===== src/rtl/mdu_pkg.sv =====
// rtl/mdu_pkg.sv - shared encodings and defaults for the multiply/divide unit
package mdu_pkg;

  localparam int MDU_WIDTH = 32;

  localparam logic MDU_OP_MULT = 1'b0;
  localparam logic MDU_OP_DIV  = 1'b1;

  typedef enum logic [2:0] {
    MDU_IDLE,
    MDU_MUL,
    MDU_DIV,
    MDU_FIX,
    MDU_DONE
  } mdu_state_t;

endpackage


===== src/rtl/mdu_negate.sv =====
// rtl/mdu_negate.sv - combinational conditional two's-complement negate
module mdu_negate #(
  parameter int W = 32
) (
  input  logic [W-1:0] value,
  input  logic         neg,
  output logic [W-1:0] result
);

  assign result = neg ? (~value + W'(1)) : value;

endmodule


===== src/rtl/mult_div_seq.sv =====
// rtl/mult_div_seq.sv - iterative signed multiply/divide unit with HI/LO registers
module mult_div_seq
  import mdu_pkg::*;
#(
  parameter int WIDTH = MDU_WIDTH
) (
  input  logic             clock,
  input  logic             Reset,
  input  logic             start,
  input  logic             op,
  input  logic [WIDTH-1:0] a_in,
  input  logic [WIDTH-1:0] b_in,
  input  logic             hi_wr,
  input  logic             lo_wr,
  input  logic [WIDTH-1:0] wr_data,
  output logic             busy,
  output logic             done,
  output logic             div_zero,
  output logic [WIDTH-1:0] hi_out,
  output logic [WIDTH-1:0] lo_out
);

  localparam int CW = $clog2(WIDTH);

  mdu_state_t state, state_next;

  // acc holds {partial product high, multiplier} or {remainder, dividend/quotient}
  logic [2*WIDTH-1:0] acc;
  logic [WIDTH-1:0]   opnd;
  logic [CW-1:0]      count;
  logic               sign_a, sign_b, op_q, dz_flag;
  logic [WIDTH-1:0]   hi, lo;

  logic [WIDTH-1:0]   a_abs, b_abs, quo_fix, rem_fix;
  logic [2*WIDTH-1:0] prod_fix;
  logic [WIDTH:0]     mul_sum, div_trial;
  logic [2*WIDTH-1:0] mul_step, div_step;
  logic               b_zero;

  mdu_negate #(.W(WIDTH)) u_abs_a (.value(a_in), .neg(a_in[WIDTH-1]), .result(a_abs));
  mdu_negate #(.W(WIDTH)) u_abs_b (.value(b_in), .neg(b_in[WIDTH-1]), .result(b_abs));
  mdu_negate #(.W(2*WIDTH)) u_fix_prod (.value(acc), .neg(sign_a ^ sign_b), .result(prod_fix));
  mdu_negate #(.W(WIDTH)) u_fix_quo (.value(acc[WIDTH-1:0]), .neg(sign_a ^ sign_b), .result(quo_fix));
  mdu_negate #(.W(WIDTH)) u_fix_rem (.value(acc[2*WIDTH-1:WIDTH]), .neg(sign_a), .result(rem_fix));

  assign b_zero   = (b_in == '0);
  assign mul_sum  = {1'b0, acc[2*WIDTH-1:WIDTH]} + (acc[0] ? {1'b0, opnd} : '0);
  assign mul_step = {mul_sum, acc[WIDTH-1:1]};
  // Trial subtract of the divisor from the remainder shifted left by one dividend bit
  assign div_trial = {acc[2*WIDTH-1:WIDTH], acc[WIDTH-1]} - {1'b0, opnd};
  assign div_step  = div_trial[WIDTH] ? {acc[2*WIDTH-2:0], 1'b0}
                                      : {div_trial[WIDTH-1:0], acc[WIDTH-2:0], 1'b1};

  always_ff @(posedge clock) begin
    if (!Reset) state <= MDU_IDLE;
    else        state <= state_next;
  end

  always_comb begin
    state_next = state;
    busy       = (state != MDU_IDLE);
    done       = 1'b0;
    div_zero   = 1'b0;
    case (state)
      MDU_IDLE: begin
        if (start) begin
          if (op == MDU_OP_DIV) state_next = b_zero ? MDU_DONE : MDU_DIV;
          else                  state_next = MDU_MUL;
        end
      end
      MDU_MUL, MDU_DIV: begin
        if (count == '0) state_next = MDU_FIX;
      end
      MDU_FIX: state_next = MDU_DONE;
      MDU_DONE: begin
        done       = 1'b1;
        div_zero   = dz_flag;
        state_next = MDU_IDLE;
      end
      default: state_next = MDU_IDLE;
    endcase
  end

  always_ff @(posedge clock) begin
    if (!Reset) begin
      acc     <= '0;
      opnd    <= '0;
      count   <= '0;
      sign_a  <= 1'b0;
      sign_b  <= 1'b0;
      op_q    <= MDU_OP_MULT;
      dz_flag <= 1'b0;
      hi      <= '0;
      lo      <= '0;
    end else begin
      case (state)
        MDU_IDLE: begin
          if (start) begin
            sign_a  <= a_in[WIDTH-1];
            sign_b  <= b_in[WIDTH-1];
            op_q    <= op;
            count   <= CW'(WIDTH - 1);
            dz_flag <= (op == MDU_OP_DIV) && b_zero;
            opnd    <= (op == MDU_OP_MULT) ? a_abs : b_abs;
            acc     <= {{WIDTH{1'b0}}, ((op == MDU_OP_MULT) ? b_abs : a_abs)};
          end else begin
            if (hi_wr) hi <= wr_data;
            if (lo_wr) lo <= wr_data;
          end
        end
        MDU_MUL: begin
          acc   <= mul_step;
          count <= count - CW'(1);
        end
        MDU_DIV: begin
          acc   <= div_step;
          count <= count - CW'(1);
        end
        MDU_FIX: begin
          if (op_q == MDU_OP_DIV) begin
            hi <= rem_fix;
            lo <= quo_fix;
          end else begin
            {hi, lo} <= prod_fix;
          end
        end
        default: ;
      endcase
    end
  end

  assign hi_out = hi;
  assign lo_out = lo;

endmodule


===== config.mk =====
export PLATFORM = sky130hd
export DESIGN_NAME = mult_div_seq
export DESIGN_NICKNAME = d
export VERILOG_FILES = /design/src/rtl/mdu_pkg.sv /design/src/rtl/mdu_negate.sv /design/src/rtl/mult_div_seq.sv
export SDC_FILE = /design/constraint.sdc
export NUM_CORES = 1
export LEC_CHECK = 0
export ABC_CLOCK_PERIOD_IN_PS = 3650
export BUFFER_PORTS_ARGS = -buffer_cell sky130_fd_sc_hd__clkbuf_2
export CORE_MARGIN = 4
export CORE_UTILIZATION = 62
export CTS_CLUSTER_SIZE = 25
export DETAILED_ROUTE_END_ITERATION = 16
export GPL_TIMING_DRIVEN = 0
export PLACE_DENSITY = 0.9
export SLEW_MARGIN = 20
export SYNTH_ARGS = -nofsm -noshare
export SYNTH_HDL_FRONTEND = slang
export SYNTH_HIERARCHICAL = 1
export SYNTH_SLANG_ARGS = --single-unit
export TNS_END_PERCENT = 30

===== constraint.sdc =====
create_clock -name clock -period 3.65 [get_ports clock]
set_input_delay 0.9125 -clock clock [delete_from_list [all_inputs] [get_ports clock]]
set_output_delay 0.9125 -clock clock [all_outputs]
set_load 0.01 [all_outputs]

==> results of run 1 <==
-- critical path, cell delays in order (launching register included) --
cell      delay [ns]
dfxtp_1         0.44
inv_1           0.15
ha_1            0.19
inv_1           0.07
fa_1            0.42
a211oi_1        0.27
o21ai_1         0.16
o211ai_1        0.22
buf_4           0.17
a21oi_2         0.10
nor3b_2         0.32
o21a_4          0.25
buf_2           0.27
nor3_1          0.08
a31oi_1         0.23
a21oi_1         0.09
-- layout by cell type (no fill, tap or decap), types with 6 or more instances in the layout --
cell type  instances
a211oi_1         108
a21o_1            17
a21oi_1          187
a221oi_1          34
a22oi_1            9
a31oi_1            8
and2_1            40
buf_1             22
buf_4             10
clkbuf_1          90
clkbuf_16         17
clkbuf_2         177
dfxtp_1          171
ha_1              71
inv_1             66
inv_6              6
mux2i_1          139
nand2_1          139
nand2b_1          26
nand3_1           48
nand4_1           22
nor2_1           213
nor2b_1           11
nor3_1            27
nor4_1            25
nor4_4            16
o211ai_1           9
o21a_1            22
o21ai_0          161
o21ai_1            7
o22ai_1           13
o31ai_1           51
o41ai_1           28
o41ai_2           21
or2b_1             8
or3_1             20
or4_1              8
xnor2_1          205
xor2_1            26
-- per-layer routing --
layer	global-route usage [%]	vias up	wire (µm)
li1	-	8582	-
met1	52.34	8896	24290
met2	59.88	1328	26820
met3	8.395	269	7863
met4	18.87	0	3552
met5	0	-	0
-- cell families after synthesis --
| logic type | synth area share (%) |
|---|---|
| fa+ha+maj | 5.415 |
| xor+xnor | 11.80 |
| flops | 20.08 |
| simple gates | 20.66 |
| buf+inv | 4.875 |
| compound gates | 29.05 |
| mux | 8.115 |
-- cells in the mapped netlist (9+ instances only) --
| library cell | n | area [µm²] |
|---|---|---|
| a211oi_1 | 108 | 810.8 |
| a21o_1 | 17 | 127.6 |
| a21oi_1 | 190 | 950.9 |
| a221oi_1 | 34 | 297.8 |
| a22oi_1 | 9 | 67.56 |
| and2_1 | 40 | 250.2 |
| buf_1 | 22 | 82.58 |
| clkbuf_1 | 97 | 364.1 |
| dfxtp_1 | 172 | 3443 |
| ha_1 | 71 | 888.4 |
| inv_1 | 66 | 247.7 |
| mux2i_1 | 139 | 1391 |
| nand2_1 | 139 | 521.8 |
| nand2b_1 | 26 | 162.7 |
| nand3_1 | 48 | 240.2 |
| nand4_1 | 22 | 137.6 |
| nor2_1 | 214 | 803.3 |
| nor2b_1 | 11 | 68.82 |
| nor3_1 | 28 | 140.1 |
| nor4_1 | 25 | 156.4 |
| nor4_4 | 16 | 340.3 |
| o211ai_1 | 9 | 67.56 |
| o21a_1 | 22 | 165.2 |
| o21ai_0 | 163 | 815.8 |
| o22ai_1 | 13 | 81.33 |
| o31ai_1 | 52 | 390.4 |
| o41ai_1 | 28 | 245.2 |
| o41ai_2 | 21 | 341.6 |
| or3_1 | 20 | 125.1 |
| xnor2_1 | 205 | 1795 |
| xor2_1 | 26 | 227.7 |
-- layout make-up --
| class | instances | area (µm²) |
|---|---|---|
| multi-input cells | 1832 | 12930 |
| fillers | 2241 | 7973 |
| flip-flops and latches | 172 | 3447 |
| repair buffers | 170 | 858.3 |
| plain buffers | 137 | 598.1 |
| well taps | 372 | 465.4 |
| clock buffers | 18 | 429.2 |
| inverters | 66 | 247.7 |
| clock inverters | 14 | 148.9 |
| diodes | 1 | 2.502 |
-- report_power, final --
part	internal (mW)	switching, mW
Clock	0.968	0.916
Combinational	4.26	7.11
Sequential	2.43	1.20
Total	7.66	9.22
-- registers in the layout (all words and copies together), names as in the netlist --
name,cells
acc,64
hi_out,32
lo_out,32
opnd,32
count,5
state,3
dz_flag,1
op_q,1
sign_a,1
sign_b,1
-- per-stage QoR --
stage | power [mW] | TNS [ns] | util (%)
after floorplan | 11.21 | 0 | -
after global placement | 13.97 | -3.121 | 68.07
after detailed placement | 14.24 | -4.680 | 68.07
after CTS | 16.22 | 0 | 70.33
after global routing | 17.80 | -0.8693 | 70.57
final | 16.88 | 0 | 70.58
-- worst min-delay path by stage --
stage	endpoint
after global placement	sign_b
after detailed placement	lo_out[11]
after global routing	hi_out[26]
after CTS	lo_out[11]
final	lo_out[4]
after floorplan	dz_flag
-- timing repair --
item,CTS,global route
pin swaps,1,1
hold endpoints to repair,0,0
setup endpoints to repair,32,36
setup buffers,2,1
gates resized for setup,12,20
==> metrics.log, run 1 <==
[metrics] largest fanout on the critical path: 10
[metrics] number of port buffers: about 170
[metrics] area of the die: 0.03038 mm²
[metrics] critical register-to-register path startpoint: acc[31]
[metrics] Die Height: 174.3 µm
[metrics] number of cells traversed by the worst register-to-register path: 15
[metrics] synthesized area divided by synthesized cell count: around 8 µm²
[metrics] warning count from the yosys run: 6
[metrics] FFs w/ async S/R, synth: 0%
[metrics] number of DRC markers in iteration 0: approximately 2800
[metrics] startpoint type of the worst setup path: register
[metrics] maximum clock frequency: 0.2836 GHz
[metrics] total congestion overflow after global routing: 0
[metrics] antenna violation net count after detailed routing: 0
[metrics] worst min-delay path category: register to register
[metrics] endpoint of the most critical setup path: acc[62]
[metrics] global placement routability congestion: roughly 1.1
[metrics] setup slack at placement: -0.5248 ns
[metrics] post-route fraction of the period consumed by the critical path: 96.59%
[metrics] normalized max-slew margin: a little under two fifths
[metrics] worst setup slack for register-to-register paths: around 0.12 ns
[metrics] kind of critical path: register to register
[metrics] effective utilization at floorplan: 63.26%
[metrics] Core Area: ~0.027 mm²
[metrics] Peak supply drop: slightly above 500 µV
[metrics] number of enable flip-flop cells after synthesis: 0
[metrics] maxcap violations: 0
[metrics] sequential-to-total area share from yosys stat: 20.08%
[metrics] clock edge transition at the registers on the reported setup and hold paths: 0.08 ns
[metrics] final count of pins violating max slew: 0
[metrics] min-delay src: lo_out[4]
[metrics] post-synthesis net count: approximately 2400
[metrics] area growth from synthesis to final layout: 11.57%
[metrics] outcome: finished, final reports clean
[metrics] HPWL after DPL: ~48000 µm
[metrics] count of state elements after synthesis: ~170
[metrics] antenna violations before repair: 2
[metrics] Final Critical Period: around 3.5 ns
[metrics] Cell Pwr Density: between 800 and 900 mW/mm²
[metrics] Worst setup startpoint: acc[31]
[metrics] routed vias: 19080
[metrics] library cell used as clock root buffer: clkbuf_16
[metrics] pin count of the biggest net entering global routing: 18
[metrics] type of destination of the critical path: register
[metrics] WP data arrival: between 3 and 4 ns
[metrics] total CTS buffers: 17
[metrics] total wire length: ~63000 µm
[metrics] cell depth of the worst hold path: 2
[metrics] post-route worst hold slack: roughly 0.5 ns
[metrics] DRC: 0
[metrics] 1st-pass router iterations: 6
[metrics] final worst-path setup slack: 0.1244 ns
[metrics] final layout net count: around 2600
[metrics] number of sinks handled by clock tree synthesis: ~170
[metrics] Syn Inst Count: around 2200
[metrics] Post-Layout Inst Area: around 0.019 mm²
[metrics] depth of the CTS H-tree: 4
[metrics] count of different cell masters after synthesis: 96
[metrics] number of setup violations in the final report: 0
[metrics] die outline width: ~170 µm
[metrics] Clock Tree Buf Depth: 2
[metrics] Worst Path Required: between 3 and 4 ns
[metrics] number of top-level pins: roughly 170
[metrics] TritonCTS clock tree: built
[metrics] share of layout cells above drive strength 1: a little over an eighth
[metrics] Post-CTS Hold Fix Bufs: 0
[metrics] Skew-Pair Late Insertion Delay: around 0.46 ns
[metrics] cell area after synthesis: around 0.017 mm²
[metrics] number of hold-slack violations in the final timing report: 0
[metrics] Vias per Instance: 6.857
[metrics] detail-routed net length per standard cell: roughly 22 µm
[metrics] measured slew at the worst slew-check pin: 0.9458 ns
[metrics] number of core rows: 60
[metrics] vias in the first global route: roughly 18000
[metrics] global-route total usage across every layer: ~39%
[metrics] Post-synth top flop: dfxtp_1
[metrics] first-pass GRT wire length: roughly 97000 µm
[metrics] static leakage: slightly above 7 nW
[metrics] standard cell area after detailed placement: between 0.015 and 0.02 mm²
[metrics] Reg-to-Reg End: acc[62]
[metrics] cell total after placement: about 2700
[metrics] number of standard cells in the final layout excluding fillers: approximately 2800
[metrics] setup skew after layout: approximately 0.019 ns
No activity file was read; power rests on OpenSTA's default activity.
==> run 2, diff against run 1 <==
--- a/config.mk
+++ b/config.mk
@@ -5,6 +5,7 @@
 export SDC_FILE = /design/constraint.sdc
 export NUM_CORES = 1
 export LEC_CHECK = 0
+export ABC_AREA = 0
 export ABC_CLOCK_PERIOD_IN_PS = 3650
 export BUFFER_PORTS_ARGS = -buffer_cell sky130_fd_sc_hd__clkbuf_2
 export CORE_MARGIN = 4
@@ -13,6 +14,7 @@
 export DETAILED_ROUTE_END_ITERATION = 16
 export GPL_TIMING_DRIVEN = 0
 export PLACE_DENSITY = 0.9
+export REMOVE_ABC_BUFFERS = 1
 export SLEW_MARGIN = 20
 export SYNTH_ARGS = -nofsm -noshare
 export SYNTH_HDL_FRONTEND = slang
==> run 2 against run 1 <==
The run now ends with setup timing left. Clock skew down 0.0070 ns. Via count down 3.3%. Combinational power about the same. Count of clock-buffer cells in the layout unchanged. Sequential share of layout area up 0.065 points. Core utilization down 0.051 points. Non-clock buffer count down 111. Setup slack worse by 0.14 ns. Final cell count down 3.9%. Total power down 0.57%. Largest cell class unchanged.
==> metrics.log, run 2 (synthesized netlist as in run 1, its figures left out) <==
[metrics] setup repair after global routing missed its margin: yes
[metrics] max FFs per register: 64 (unchanged)
[metrics] most common library cell in the layout ignoring fill and taps: nor2_1
[metrics] area taken by multi-input logic gates: 0.01304 mm² (+0.86%)
[metrics] detail-routed net length per standard cell: 21.54 µm (-4.2%)
[metrics] first-pass GRT wire length: 88170 µm (-8.7%)
[metrics] vias in the first global route: 17110 (-4.0%)
[metrics] worst setup slack for register-to-register paths: 0.05 ns (-0.07 ns)
[metrics] routed vias: 18440 (-3.3%)
[metrics] Endpoint, Worst Hold: hi_out[17]
[metrics] number of DRC markers in iteration 0: 2941 (+3.8%)
[metrics] Core Area: 0.02710 mm² (unchanged)
[metrics] setup skew after layout: 0.01163 ns (-0.006952 ns)
[metrics] final worst-path setup slack: -0.01827 ns (-0.1427 ns)
[metrics] DRC: 0 (unchanged)
[metrics] global placement routability congestion: 1.016 (-4.7%)
[metrics] Worst Path Required: 3.99 ns (about the same)
[metrics] type of destination of the critical path: register
[metrics] number of setup violations in the final report: 1 (+1)
[metrics] min-delay src: hi_out[17]
[metrics] standard cell area after detailed placement: 0.01832 mm² (-0.70%)
[metrics] Clock Tree Buf Depth: 2 (unchanged)
[metrics] 1st-pass router iterations: 8 (+2)
[metrics] worst min-delay path category: register to register
[metrics] measured slew at the worst slew-check pin: 1.254 ns (+0.3079 ns)
[metrics] depth of the CTS H-tree: 4 (unchanged)
[metrics] critical register-to-register path startpoint: acc[0]
[metrics] ANT cells: 0 (-1)
[metrics] Vias per Instance: 6.898 (+0.61%)
[metrics] Peak supply drop: 876.2 µV (+69%)
[metrics] number of top-level pins: 169 (unchanged)
[metrics] die outline width: 174.3 µm (unchanged)
[metrics] maximum clock frequency: 0.2726 GHz (-3.9%)
[metrics] Worst setup startpoint: a_in[2]
[metrics] antenna violations before repair: 3 (+1)
[metrics] Die Height: 174.3 µm (unchanged)
[metrics] total wire length: 57570 µm (-7.9%)
[metrics] HPWL after DPL: 41000 µm (-15%)
[metrics] kind of critical path: input pin to register
[metrics] cell depth of the worst hold path: 2 (unchanged)
[metrics] TritonCTS clock tree: built
[metrics] final layout net count: 2463 (-4.2%)
[metrics] global-route total usage across every layer: 35.07% (-4.0 points)
[metrics] Post-Layout Inst Area: 0.01911 mm² (about the same)
[metrics] antenna violation net count after detailed routing: 0 (unchanged)
[metrics] Skew-Pair Late Insertion Delay: 0.46 ns (about the same)
[metrics] number of port buffers: 168 (+0.60%)
[metrics] total CTS buffers: 17 (unchanged)
[metrics] library cell used as clock root buffer: clkbuf_16
[metrics] register name with the most flops: acc
[metrics] maxcap violations: 0 (unchanged)
[metrics] number of core rows: 60 (unchanged)
[metrics] effective utilization at floorplan: 63.26% (unchanged)
[metrics] count of filler cells inserted in the layout: 2027 (-9.5%)
[metrics] area growth from synthesis to final layout: 11.49% (about the same)
[metrics] normalized max-slew margin: 15.78% (-21 points)
[metrics] post-route worst hold slack: 0.4865 ns (-0.01231 ns)
[metrics] WP data arrival: 4.01 ns (+0.15 ns)
[metrics] Final Critical Period: 3.668 ns (+0.1427 ns)
[metrics] area of the die: 0.03038 mm² (unchanged)
[metrics] failing checks: setup timing
[metrics] total congestion overflow after global routing: 0 (unchanged)
[metrics] Cell Pwr Density: 877.9 mW/mm² (-0.50%)
[metrics] Reg-to-Reg End: hi_out[11]
[metrics] final count of pins violating max slew: 0 (unchanged)
[metrics] highest-count cells in the layout ignoring fill and taps: nor2_1, xnor2_1, a21oi_1, clkbuf_2, dfxtp_1
[metrics] startpoint type of the worst setup path: input pin
[metrics] number of hold-slack violations in the final timing report: 0 (unchanged)
[metrics] Sequential cell area: 0.003457 mm² (+0.29%)
[metrics] number of cells traversed by the worst register-to-register path: 10 (-5)
[metrics] outcome: finished, violations left
[metrics] share of layout cells above drive strength 1: 14.82% (+1.6 points)
[metrics] static leakage: 7.265 nW (about the same)
[metrics] number of sinks handled by clock tree synthesis: 172 (unchanged)
[metrics] pin count of the biggest net entering global routing: 71 (+53)
[metrics] post-route fraction of the period consumed by the critical path: 100.5% (+3.9 points)
[metrics] largest fanout on the critical path: 5 (-5)
[metrics] clock edge transition at the registers on the reported setup and hold paths: 0.07 ns (about the same)
==> run 2: changes by cell type in the layout (fill, tap and decap cells not counted), moves of 5 or more <==
| cell | delta |
|---|---|
| clkbuf_1 | -90 |
| buf_1 | -22 |
| buf_16 | +11 |
| clkbuf_2 | -10 |
| buf_12 | +6 |
| dfxtp_1 | -6 |
| dfxtp_2 | +5 |
==> run 2: per-layer routing <==
layer / up-vias / GRT usage, % / wire length, µm
li1: 8371 / - / -
met1: 8556 / 43.72 / 21600
met2: 1213 / 54.63 / 25220
met3: 293 / 10.50 / 7352
met4: 6 / 18.51 / 3317
met5: - / 0 / 74
==> run 2: where the power goes <==
| group | leakage (nW) | total (mW) | switching [mW] | internal (mW) |
|---|---|---|---|---|
| Combinational | 5.58 | 11.4 | 6.86 | 4.51 |
| Sequential | 1.41 | 3.63 | 1.20 | 2.44 |
| Clock | 0.268 | 1.78 | 0.879 | 0.900 |
==> run 2: cell type report <==
type | count | share of cell area [%]
Multi-Input combinational cell | 1835 | 68.23
Sequential cell | 172 | 18.09
Timing Repair Buffer | 196 | 7.056
Tap cell | 372 | 2.435
Clock buffer | 18 | 2.298
Inverter | 66 | 1.322
Clock inverter | 14 | 0.5695
==> run 2: timing repair <==
action	4_1_cts	5_1_grt
buffers inserted	3	10
hold buffers	0	0
pin swaps	3	3
setup endpoints to repair	21	36
resized for setup	10	15
gates cloned	2	1
==> run 2: how the worst max path moves through the flow <==
stage | endpoint | cells past startpoint | slack (ns)
after global placement | lo_out[19] | 6 | -5.80
after detailed placement | acc[58] | 10 | -0.39
after global routing | hi_out[11] | 10 | -0.09
after floorplan | lo_out[0] | 6 | -3.11
final | acc[13] | 9 | -0.02
after CTS | acc[0] | 14 | 0.002
==> run 2: metrics by stage <==
stage | power (mW) | setup TNS, ns | utilization (%) | worst slack [ns] | instances
4_1_cts | 15.95 | 0 | 69.93 | 0.001749 | 2662
2_1_floorplan | 10.97 | -196.58 | - | -3.107 | 2070
5_1_grt | 17.65 | -0.1641 | 70.53 | -0.08722 | 2673
3_3_place_gp | 13.30 | -488.64 | 65.91 | -5.804 | 2610
3_5_place_dp | 13.89 | -4.428 | 67.59 | -0.3894 | 2625
6_report | 16.78 | -0.01827 | 70.53 | -0.01827 | 2673
==> run 2: critical path: stages <==
cell and delay [ns]:
clkbuf_2 0.13, nor3_1 1.01, nand3_1 0.61, o31ai_1 0.42, xnor2_1 0.13, mux2i_1 0.36
nor2_1 0.10, a221oi_1 0.23, a21oi_1 0.10
